**src/rtl/cache_refill_ctrl_pkg.sv**
```systemverilog
// Shared definitions for the cache line refill controller.
package cache_refill_ctrl_pkg;

  localparam int unsigned DATA_WIDTH_DEF = 32;
  localparam int unsigned LINE_SIZE_DEF  = 512;
  localparam int unsigned ADDR_WIDTH_DEF = 32;
  localparam int unsigned LEN_W          = 8;

  typedef enum logic [1:0] {
    ST_IDLE  = 2'd0,
    ST_REQ   = 2'd1,
    ST_FILL  = 2'd2,
    ST_WRITE = 2'd3
  } refill_state_e;

  // Number of bus beats that make up one cache line.
  function automatic int unsigned beats_of(input int unsigned line_bits,
                                           input int unsigned word_bits);
    return line_bits / word_bits;
  endfunction

endpackage

```
**src/rtl/cache_refill_ctrl_if.sv**
```systemverilog
// Miss request, memory read bus and data-array write port of the refill controller.
interface cache_refill_ctrl_if
  import cache_refill_ctrl_pkg::*;
#(
  parameter int unsigned DATA_WIDTH      = DATA_WIDTH_DEF,
  parameter int unsigned Cache_line_size = LINE_SIZE_DEF,
  parameter int unsigned ADDR_WIDTH      = ADDR_WIDTH_DEF
);

  logic                       miss_valid;
  logic                       miss_ready;
  logic [ADDR_WIDTH-1:0]      miss_addr;
  logic                       rd_req_valid;
  logic                       rd_req_ready;
  logic [ADDR_WIDTH-1:0]      rd_req_addr;
  logic [LEN_W-1:0]           rd_req_len;
  logic                       rd_data_valid;
  logic                       rd_data_ready;
  logic [DATA_WIDTH-1:0]      rd_data;
  logic                       rd_data_last;
  logic                       crit_valid;
  logic [DATA_WIDTH-1:0]      crit_data;
  logic                       line_wen;
  logic [ADDR_WIDTH-1:0]      line_addr;
  logic [Cache_line_size-1:0] line_data;
  logic                       busy;

  // Controller side
  modport master (
    input  miss_valid, miss_addr, rd_req_ready, rd_data_valid, rd_data, rd_data_last,
    output miss_ready, rd_req_valid, rd_req_addr, rd_req_len, rd_data_ready,
           crit_valid, crit_data, line_wen, line_addr, line_data, busy
  );

  // Cache / memory side
  modport slave (
    output miss_valid, miss_addr, rd_req_ready, rd_data_valid, rd_data, rd_data_last,
    input  miss_ready, rd_req_valid, rd_req_addr, rd_req_len, rd_data_ready,
           crit_valid, crit_data, line_wen, line_addr, line_data, busy
  );

endinterface

```
**src/rtl/cache_refill_ctrl_line_buf.sv**
```systemverilog
// Line assembly buffer: BEATS words, bulk clear, indexed word write, flat read.
module refill_line_buf #(
  parameter int unsigned DATA_WIDTH = 32,
  parameter int unsigned BEATS      = 16,
  parameter int unsigned IDX_W      = $clog2(BEATS)
) (
  input  logic                        clk,
  input  logic                        rst_n,
  input  logic                        clr,
  input  logic                        wen,
  input  logic [IDX_W-1:0]            idx,
  input  logic [DATA_WIDTH-1:0]       wdata,
  output logic [BEATS*DATA_WIDTH-1:0] line
);

  logic [BEATS-1:0][DATA_WIDTH-1:0] words;

  // Word i lands at bits [(i+1)*DATA_WIDTH-1 : i*DATA_WIDTH]
  assign line = words;

  // Clear has priority so a new refill never inherits a stale word
  always_ff @(posedge clk or negedge rst_n) begin
    if (!rst_n) begin
      words <= '0;
    end else if (clr) begin
      words <= '0;
    end else if (wen) begin
      words[idx] <= wdata;
    end
  end

endmodule

```
**src/rtl/cache_refill_ctrl.sv**
```systemverilog
// Cache line refill sequencer: burst request, beat assembly, critical word forward, line write.
module cache_refill_ctrl
  import cache_refill_ctrl_pkg::*;
#(
  parameter int unsigned DATA_WIDTH      = DATA_WIDTH_DEF,
  parameter int unsigned Cache_line_size = LINE_SIZE_DEF,
  parameter int unsigned ADDR_WIDTH      = ADDR_WIDTH_DEF
) (
  input  logic                 clk,
  input  logic                 rst_n,
  cache_refill_ctrl_if.master  bus
);

  localparam int unsigned BEATS    = beats_of(Cache_line_size, DATA_WIDTH);
  localparam int unsigned OFFSET_W = $clog2(BEATS);
  localparam int unsigned WORD_LSB = $clog2(DATA_WIDTH / 8);
  localparam int unsigned LINE_LSB = $clog2(Cache_line_size / 8);
  localparam logic [OFFSET_W-1:0] LAST_BEAT = OFFSET_W'(BEATS - 1);

  refill_state_e         state;
  logic [OFFSET_W-1:0]   beat_cnt;
  logic [OFFSET_W-1:0]   crit_off;
  logic [ADDR_WIDTH-1:0] line_addr_q;
  logic                  miss_take;
  logic                  beat_take;
  logic                  addr_unused;

  // Byte-within-word bits never matter to a line refill
  assign addr_unused = ^bus.miss_addr[WORD_LSB-1:0];

  assign miss_take = bus.miss_valid & bus.miss_ready;
  // rd_data_ready is only high in FILL, so this is the FILL beat handshake
  assign beat_take = bus.rd_data_valid & bus.rd_data_ready;

  assign bus.rd_req_addr = line_addr_q;
  assign bus.rd_req_len  = LEN_W'(BEATS - 1);
  assign bus.line_addr   = line_addr_q;

  refill_line_buf #(
    .DATA_WIDTH (DATA_WIDTH),
    .BEATS      (BEATS),
    .IDX_W      (OFFSET_W)
  ) u_line_buf (
    .clk   (clk),
    .rst_n (rst_n),
    .clr   (miss_take),
    .wen   (beat_take),
    .idx   (beat_cnt),
    .wdata (bus.rd_data),
    .line  (bus.line_data)
  );

  // Refill FSM with beat counter and registered handshake/strobe outputs
  always_ff @(posedge clk or negedge rst_n) begin
    if (!rst_n) begin
      state             <= ST_IDLE;
      beat_cnt          <= '0;
      crit_off          <= '0;
      line_addr_q       <= '0;
      bus.miss_ready    <= 1'b1;
      bus.rd_req_valid  <= 1'b0;
      bus.rd_data_ready <= 1'b0;
      bus.crit_valid    <= 1'b0;
      bus.crit_data     <= '0;
      bus.line_wen      <= 1'b0;
      bus.busy          <= 1'b0;
    end else begin
      bus.crit_valid <= 1'b0;
      bus.line_wen   <= 1'b0;
      case (state)
        ST_IDLE: begin
          if (miss_take) begin
            line_addr_q      <= {bus.miss_addr[ADDR_WIDTH-1:LINE_LSB], LINE_LSB'(0)};
            crit_off         <= bus.miss_addr[WORD_LSB +: OFFSET_W];
            beat_cnt         <= '0;
            bus.miss_ready   <= 1'b0;
            bus.rd_req_valid <= 1'b1;
            bus.busy         <= 1'b1;
            state            <= ST_REQ;
          end
        end
        ST_REQ: begin
          if (bus.rd_req_ready) begin
            bus.rd_req_valid  <= 1'b0;
            bus.rd_data_ready <= 1'b1;
            state             <= ST_FILL;
          end
        end
        ST_FILL: begin
          if (beat_take) begin
            if (beat_cnt == crit_off) begin
              bus.crit_valid <= 1'b1;
              bus.crit_data  <= bus.rd_data;
            end
            // Stop on an early last, or after the final slot even without last
            if (bus.rd_data_last || (beat_cnt == LAST_BEAT)) begin
              beat_cnt          <= '0;
              bus.rd_data_ready <= 1'b0;
              bus.line_wen      <= 1'b1;
              state             <= ST_WRITE;
            end else begin
              beat_cnt <= beat_cnt + OFFSET_W'(1);
            end
          end
        end
        ST_WRITE: begin
          bus.miss_ready <= 1'b1;
          bus.busy       <= 1'b0;
          state          <= ST_IDLE;
        end
        default: begin
          state <= ST_IDLE;
        end
      endcase
    end
  end

endmodule
```
**src/flat_wrapper.sv**
```systemverilog
// flat-port wrapper written by rule: the top's interface ports become plain ports
module cache_refill_ctrl_flat import cache_refill_ctrl_pkg::*;
#(
  parameter int unsigned DATA_WIDTH      = DATA_WIDTH_DEF,
  parameter int unsigned Cache_line_size = LINE_SIZE_DEF,
  parameter int unsigned ADDR_WIDTH      = ADDR_WIDTH_DEF
)
  (clk, rst_n, bus_miss_valid, bus_miss_addr, bus_rd_req_ready, bus_rd_data_valid, bus_rd_data, bus_rd_data_last, bus_miss_ready, bus_rd_req_valid, bus_rd_req_addr, bus_rd_req_len, bus_rd_data_ready, bus_crit_valid, bus_crit_data, bus_line_wen, bus_line_addr, bus_line_data, bus_busy);
  cache_refill_ctrl_if #(.DATA_WIDTH(DATA_WIDTH), .Cache_line_size(Cache_line_size), .ADDR_WIDTH(ADDR_WIDTH)) bus_i ();
  input  logic clk;
  input  logic rst_n;
  input wire logic [$bits(bus_i.miss_valid)-1:0] bus_miss_valid;
  input wire logic [$bits(bus_i.miss_addr)-1:0] bus_miss_addr;
  input wire logic [$bits(bus_i.rd_req_ready)-1:0] bus_rd_req_ready;
  input wire logic [$bits(bus_i.rd_data_valid)-1:0] bus_rd_data_valid;
  input wire logic [$bits(bus_i.rd_data)-1:0] bus_rd_data;
  input wire logic [$bits(bus_i.rd_data_last)-1:0] bus_rd_data_last;
  output wire logic [$bits(bus_i.miss_ready)-1:0] bus_miss_ready;
  output wire logic [$bits(bus_i.rd_req_valid)-1:0] bus_rd_req_valid;
  output wire logic [$bits(bus_i.rd_req_addr)-1:0] bus_rd_req_addr;
  output wire logic [$bits(bus_i.rd_req_len)-1:0] bus_rd_req_len;
  output wire logic [$bits(bus_i.rd_data_ready)-1:0] bus_rd_data_ready;
  output wire logic [$bits(bus_i.crit_valid)-1:0] bus_crit_valid;
  output wire logic [$bits(bus_i.crit_data)-1:0] bus_crit_data;
  output wire logic [$bits(bus_i.line_wen)-1:0] bus_line_wen;
  output wire logic [$bits(bus_i.line_addr)-1:0] bus_line_addr;
  output wire logic [$bits(bus_i.line_data)-1:0] bus_line_data;
  output wire logic [$bits(bus_i.busy)-1:0] bus_busy;
  assign bus_i.miss_valid = bus_miss_valid;
  assign bus_i.miss_addr = bus_miss_addr;
  assign bus_i.rd_req_ready = bus_rd_req_ready;
  assign bus_i.rd_data_valid = bus_rd_data_valid;
  assign bus_i.rd_data = bus_rd_data;
  assign bus_i.rd_data_last = bus_rd_data_last;
  assign bus_miss_ready = bus_i.miss_ready;
  assign bus_rd_req_valid = bus_i.rd_req_valid;
  assign bus_rd_req_addr = bus_i.rd_req_addr;
  assign bus_rd_req_len = bus_i.rd_req_len;
  assign bus_rd_data_ready = bus_i.rd_data_ready;
  assign bus_crit_valid = bus_i.crit_valid;
  assign bus_crit_data = bus_i.crit_data;
  assign bus_line_wen = bus_i.line_wen;
  assign bus_line_addr = bus_i.line_addr;
  assign bus_line_data = bus_i.line_data;
  assign bus_busy = bus_i.busy;
  cache_refill_ctrl #(.DATA_WIDTH(DATA_WIDTH), .Cache_line_size(Cache_line_size), .ADDR_WIDTH(ADDR_WIDTH)) u_core (.clk(clk), .rst_n(rst_n), .bus(bus_i));
endmodule
```
**config.mk**
```make
export PLATFORM = sky130hd
export DESIGN_NAME = cache_refill_ctrl_flat
export DESIGN_NICKNAME = d
export VERILOG_FILES = /design/src/rtl/cache_refill_ctrl_pkg.sv /design/src/rtl/cache_refill_ctrl_if.sv /design/src/rtl/cache_refill_ctrl_line_buf.sv /design/src/rtl/cache_refill_ctrl.sv /design/src/flat_wrapper.sv
export SDC_FILE = /design/constraint.sdc
export NUM_CORES = 1
export LEC_CHECK = 0
export BUFFER_PORTS_ARGS = -buffer_cell sky130_fd_sc_hd__buf_2
export CAP_MARGIN = 20
export CORE_AREA = 2 2 273 275
export DETAILED_ROUTE_END_ITERATION = 6
export DIE_AREA = 0 0 275 277
export GPL_ROUTABILITY_DRIVEN = 0
export PLACE_DENSITY_LB_ADDON = 0.08
export SYNTH_ARGS = -nofsm -noshare
export SYNTH_HDL_FRONTEND = slang
export SYNTH_SLANG_ARGS = --single-unit
```
**constraint.sdc**
```tcl
create_clock -name clk -period 5.24 [get_ports clk]
set_input_delay 1.048 -clock clk [delete_from_list [all_inputs] [get_ports clk]]
set_output_delay 1.048 -clock clk [all_outputs]
set_load 0.005 [all_outputs]
```
==> impl_metrics.env <==
export IMPL_status="completed"
export IMPL_cp_end_kind="flop"
export IMPL_yosys_area_top_type_share_pct=61.2
export IMPL_cell_area_after_technology_mapping_mm2=0.0239
export IMPL_worst_slack_placed_ns=2.06
export IMPL_relSlewSlack_pct=25.8
export IMPL_grt_use_total_pct=25.4
export IMPL_critPathBufInv=0
export IMPL_average_cell_area_after_synthesis_um2=9.25
export IMPL_layout_drive_gt1_share_pct=28.2
export IMPL_cts_tree="yes"
export IMPL_post_drt_via_cell_ratio=4.93
export IMPL_drc=0
export IMPL_min_delay_worst_type="in -> async"
export IMPL_clock_insertion_delay_worst_skew_ns=0.61
export IMPL_synth_cell_type_count=36
export IMPL_grtUsageMet1_pct=32.0
export IMPL_finalHoldViolations=0
export IMPL_netlist_instances=2583
export IMPL_total_die_area_mm2=0.0762
export IMPL_dpl_hpwl_mm=64.6
export IMPL_rows=100
export IMPL_min_hold_slack_ns=0.470
export IMPL_pwr_density_cell_mw_per_mm2=419
export IMPL_syn2layout_area_growth_pct=24.0
export IMPL_grt_met2_usage_pct=41.5
export IMPL_cp_top_family="simple AND/OR/NAND/NOR gates"
export IMPL_vias=20200
export IMPL_final_period_utilization_pct=51.3
export IMPL_grt_max_degree=197
export IMPL_coreArea_mm2=0.0736
export IMPL_route_final_wire_length_mm=98.7
export IMPL_setup_repair_after_global_routing_missed_its_margin="false"
export IMPL_clk_transition_reported_paths_ns=0.06
export IMPL_drt_initial_drc_count=1673
export IMPL_drt_wirelength_per_cell_um=24.1
export IMPL_clock_root_buffer="sky130_fd_sc_hd__clkbuf_16"
export IMPL_initial_utilization_pct=32.5
export IMPL_clock_skew_ns=0.0250
export IMPL_slowest_stage_delay_on_critical_path_ns=0.98
export IMPL_cts_repair_resize_count=0
export IMPL_crit_type="reg -> reg"
export IMPL_number_of_global_route_vias_before_repair=19700
export IMPL_largest_area_contributor_in_the_synthesized_netlist="sky130_fd_sc_hd__dfrtp_1"
export IMPL_die_height_um=277
export IMPL_cts_hold_fix_buffers=0
export IMPL_worstMarginPinSlew_ns=1.11
export IMPL_fp_dieW_um=275
export IMPL_floorplan_io_pins=692
export IMPL_synthTopCellsByArea="sky130_fd_sc_hd__dfrtp_1 (61%), sky130_fd_sc_hd__nand2_1 (16%), sky130_fd_sc_hd__a21oi_1 (11%)"
export IMPL_fin_crit_ns=2.69
export IMPL_max_clock_path_buffers=3
export IMPL_ant_nets=0
export IMPL_number_of_enable_flip_flop_cells_after_synthesis=0
export IMPL_ys_seq_area_share_pct=61.3
export IMPL_fmax_mhz=372
export IMPL_portBuffers=669
export IMPL_globalRoute_totalOverflow=0
export IMPL_fin_tns_setup_ns=0
export IMPL_slew_viol_final=0
export IMPL_tritoncts_num_sinks=586
export IMPL_cts_buffers=69
export IMPL_fillCellCount=7435
export IMPL_worst_endpoint_arrival_ns=3.19
export IMPL_ir_worst_vdd_mv=0.243
export IMPL_grt_antenna_before_repair=2
export IMPL_leakagePower_nw=14.7
export IMPL_setup_violations=0
export IMPL_synth_seq_cells=586
export IMPL_async_reset_ff_share_pct=100
export IMPL_cp_required_ns=5.74
export IMPL_crit_path_cell_trace="nand3_1 -> nor2_4 -> nand2_1 -> a21oi_1"
export IMPL_critical_path_peak_fanout=32
export IMPL_ys_warnings_count=0
export IMPL_synth_flop_cell="sky130_fd_sc_hd__dfrtp_1"
export IMPL_drv_cap=0
export IMPL_drt_first_pass_iters=5
export IMPL_htree_num_levels=3
export IMPL_worst_slack_ns=2.55
export IMPL_groute_layer_met3_usage_pct=6.42
export IMPL_grt_first_pass_wirelength_mm=141
export IMPL_layout_nets=3157
export IMPL_critPathSlowestCell="sky130_fd_sc_hd__nor2_4"
export IMPL_busiest_layer="met2"
export IMPL_worstSetupStartpointType="flop"
export IMPL_postCtsSetupRepairBufs=0
[per-layer routing]
metal / share of wire, % / vias up / wire (µm)
met4: 3.8 / 0 / 3710
met5: 0 / - / 0
met2: 49 / 758 / 47900
met1: 40 / 10100 / 39600
li1: - / 9187 / -
met3: 7.6 / 160 / 7480
[state kept, by name, indices dropped and copies added (netlist names)]
signal	flops
u_core.bus.crit_valid	1
u_core.beat_cnt	4
u_core.bus.miss_ready	1
u_core.u_line_buf.line	512
u_core.bus.rd_req_valid	1
u_core.crit_off	4
u_core.bus.busy	1
u_core.bus.rd_data_ready	1
u_core.state	2
u_core.bus.crit_data	32
u_core.bus.line_addr	26
u_core.bus.line_wen	1
[worst paths after layout]
kind                                           from                           to  slack (ns)  cells past startpoint
setup / recovery                 u_core.beat_cnt[2]  u_core.u_line_buf.line[129]        2.55                      4
hold / removal                                rst_n   u_core.u_line_buf.line[15]        0.47                      1
setup reg to reg                 u_core.beat_cnt[2]  u_core.u_line_buf.line[129]        2.55                      4
hold reg to reg            u_core.bus.crit_data[25]     u_core.bus.crit_data[25]        0.50                      1
max in group asynchronous                     rst_n  u_core.u_line_buf.line[131]        3.64                      2
min in group clk           u_core.bus.crit_data[25]     u_core.bus.crit_data[25]        0.50                      1
[placed cells by master, fill, tap and decap left out, types with 8 or more instances in the layout]
master	count
sky130_fd_sc_hd__nand2_1	1039
sky130_fd_sc_hd__buf_2	668
sky130_fd_sc_hd__dfrtp_1	585
sky130_fd_sc_hd__a21oi_1	515
sky130_fd_sc_hd__clkbuf_16	69
sky130_fd_sc_hd__mux2_2	62
sky130_fd_sc_hd__clkbuf_1	26
sky130_fd_sc_hd__conb_1	20
sky130_fd_sc_hd__buf_4	18
sky130_fd_sc_hd__clkbuf_8	12
sky130_fd_sc_hd__nor2_4	9
sky130_fd_sc_hd__or2_2	9
sky130_fd_sc_hd__inv_1	8
sky130_fd_sc_hd__nand3_1	8
sky130_fd_sc_hd__ha_1	8
[synth_stat cells (all sizes together) (2+ instances only)]
cell type	number
nor3	6
dfrtp	585
conb	2
or2	9
clkbuf	148
ha	8
inv	8
xnor2	3
and2	2
nand4	2
nand2b	6
nor2	15
o21ai	6
a22o	3
nand3	8
nand2	1039
or3	5
mux2	63
a21oi	515
buf	140
[kinds of logic after synthesis]
family | after synthesis | share of synthesized area [%]
buffers and inverters | 296 | 6.19
adders and majority gates | 8 | 0.419
xor gates and xnor gates | 4 | 0.147
muxes | 64 | 3.01
and+or+nand+nor | 1093 | 17.6
DFF | 586 | 61.3
other | 2 | 0.0314
AOI/OAI and AO/OA | 530 | 11.2
[power by group]
part / switching, mW / internal [mW]
registers: 0.319 / 5.05
logic: 1.53 / 0.916
clock network: 1.94 / 2.66
total: 3.79 / 8.63
[metrics by stage]
step                      instances  utilization [%]  power, mW  instance area (µm²)
after floorplan                2601                -       6.82                24000
after global placement         3976             37.4       7.88                27500
after detailed placement       3977             37.4       7.94                27500
after CTS                      4097             40.3       12.6                29600
after global routing           4098             40.3       13.0                29600
final                          4098             40.3       12.4                29600
[cell type report]
cell class | count | area [µm²] | share of cell area (%)
multi-input combinational | 1719 | 7950 | 26.8
inverter | 8 | 30.0 | 0.101
tap | 969 | 1210 | 4.09
clock inverter | 13 | 126 | 0.426
clock buffer | 107 | 1990 | 6.71
sequential | 586 | 14700 | 49.5
antenna | 1 | 2.50 | 0.00844
timing repair buffer | 695 | 3660 | 12.4
No activity file was read; power rests on OpenSTA's default activity.
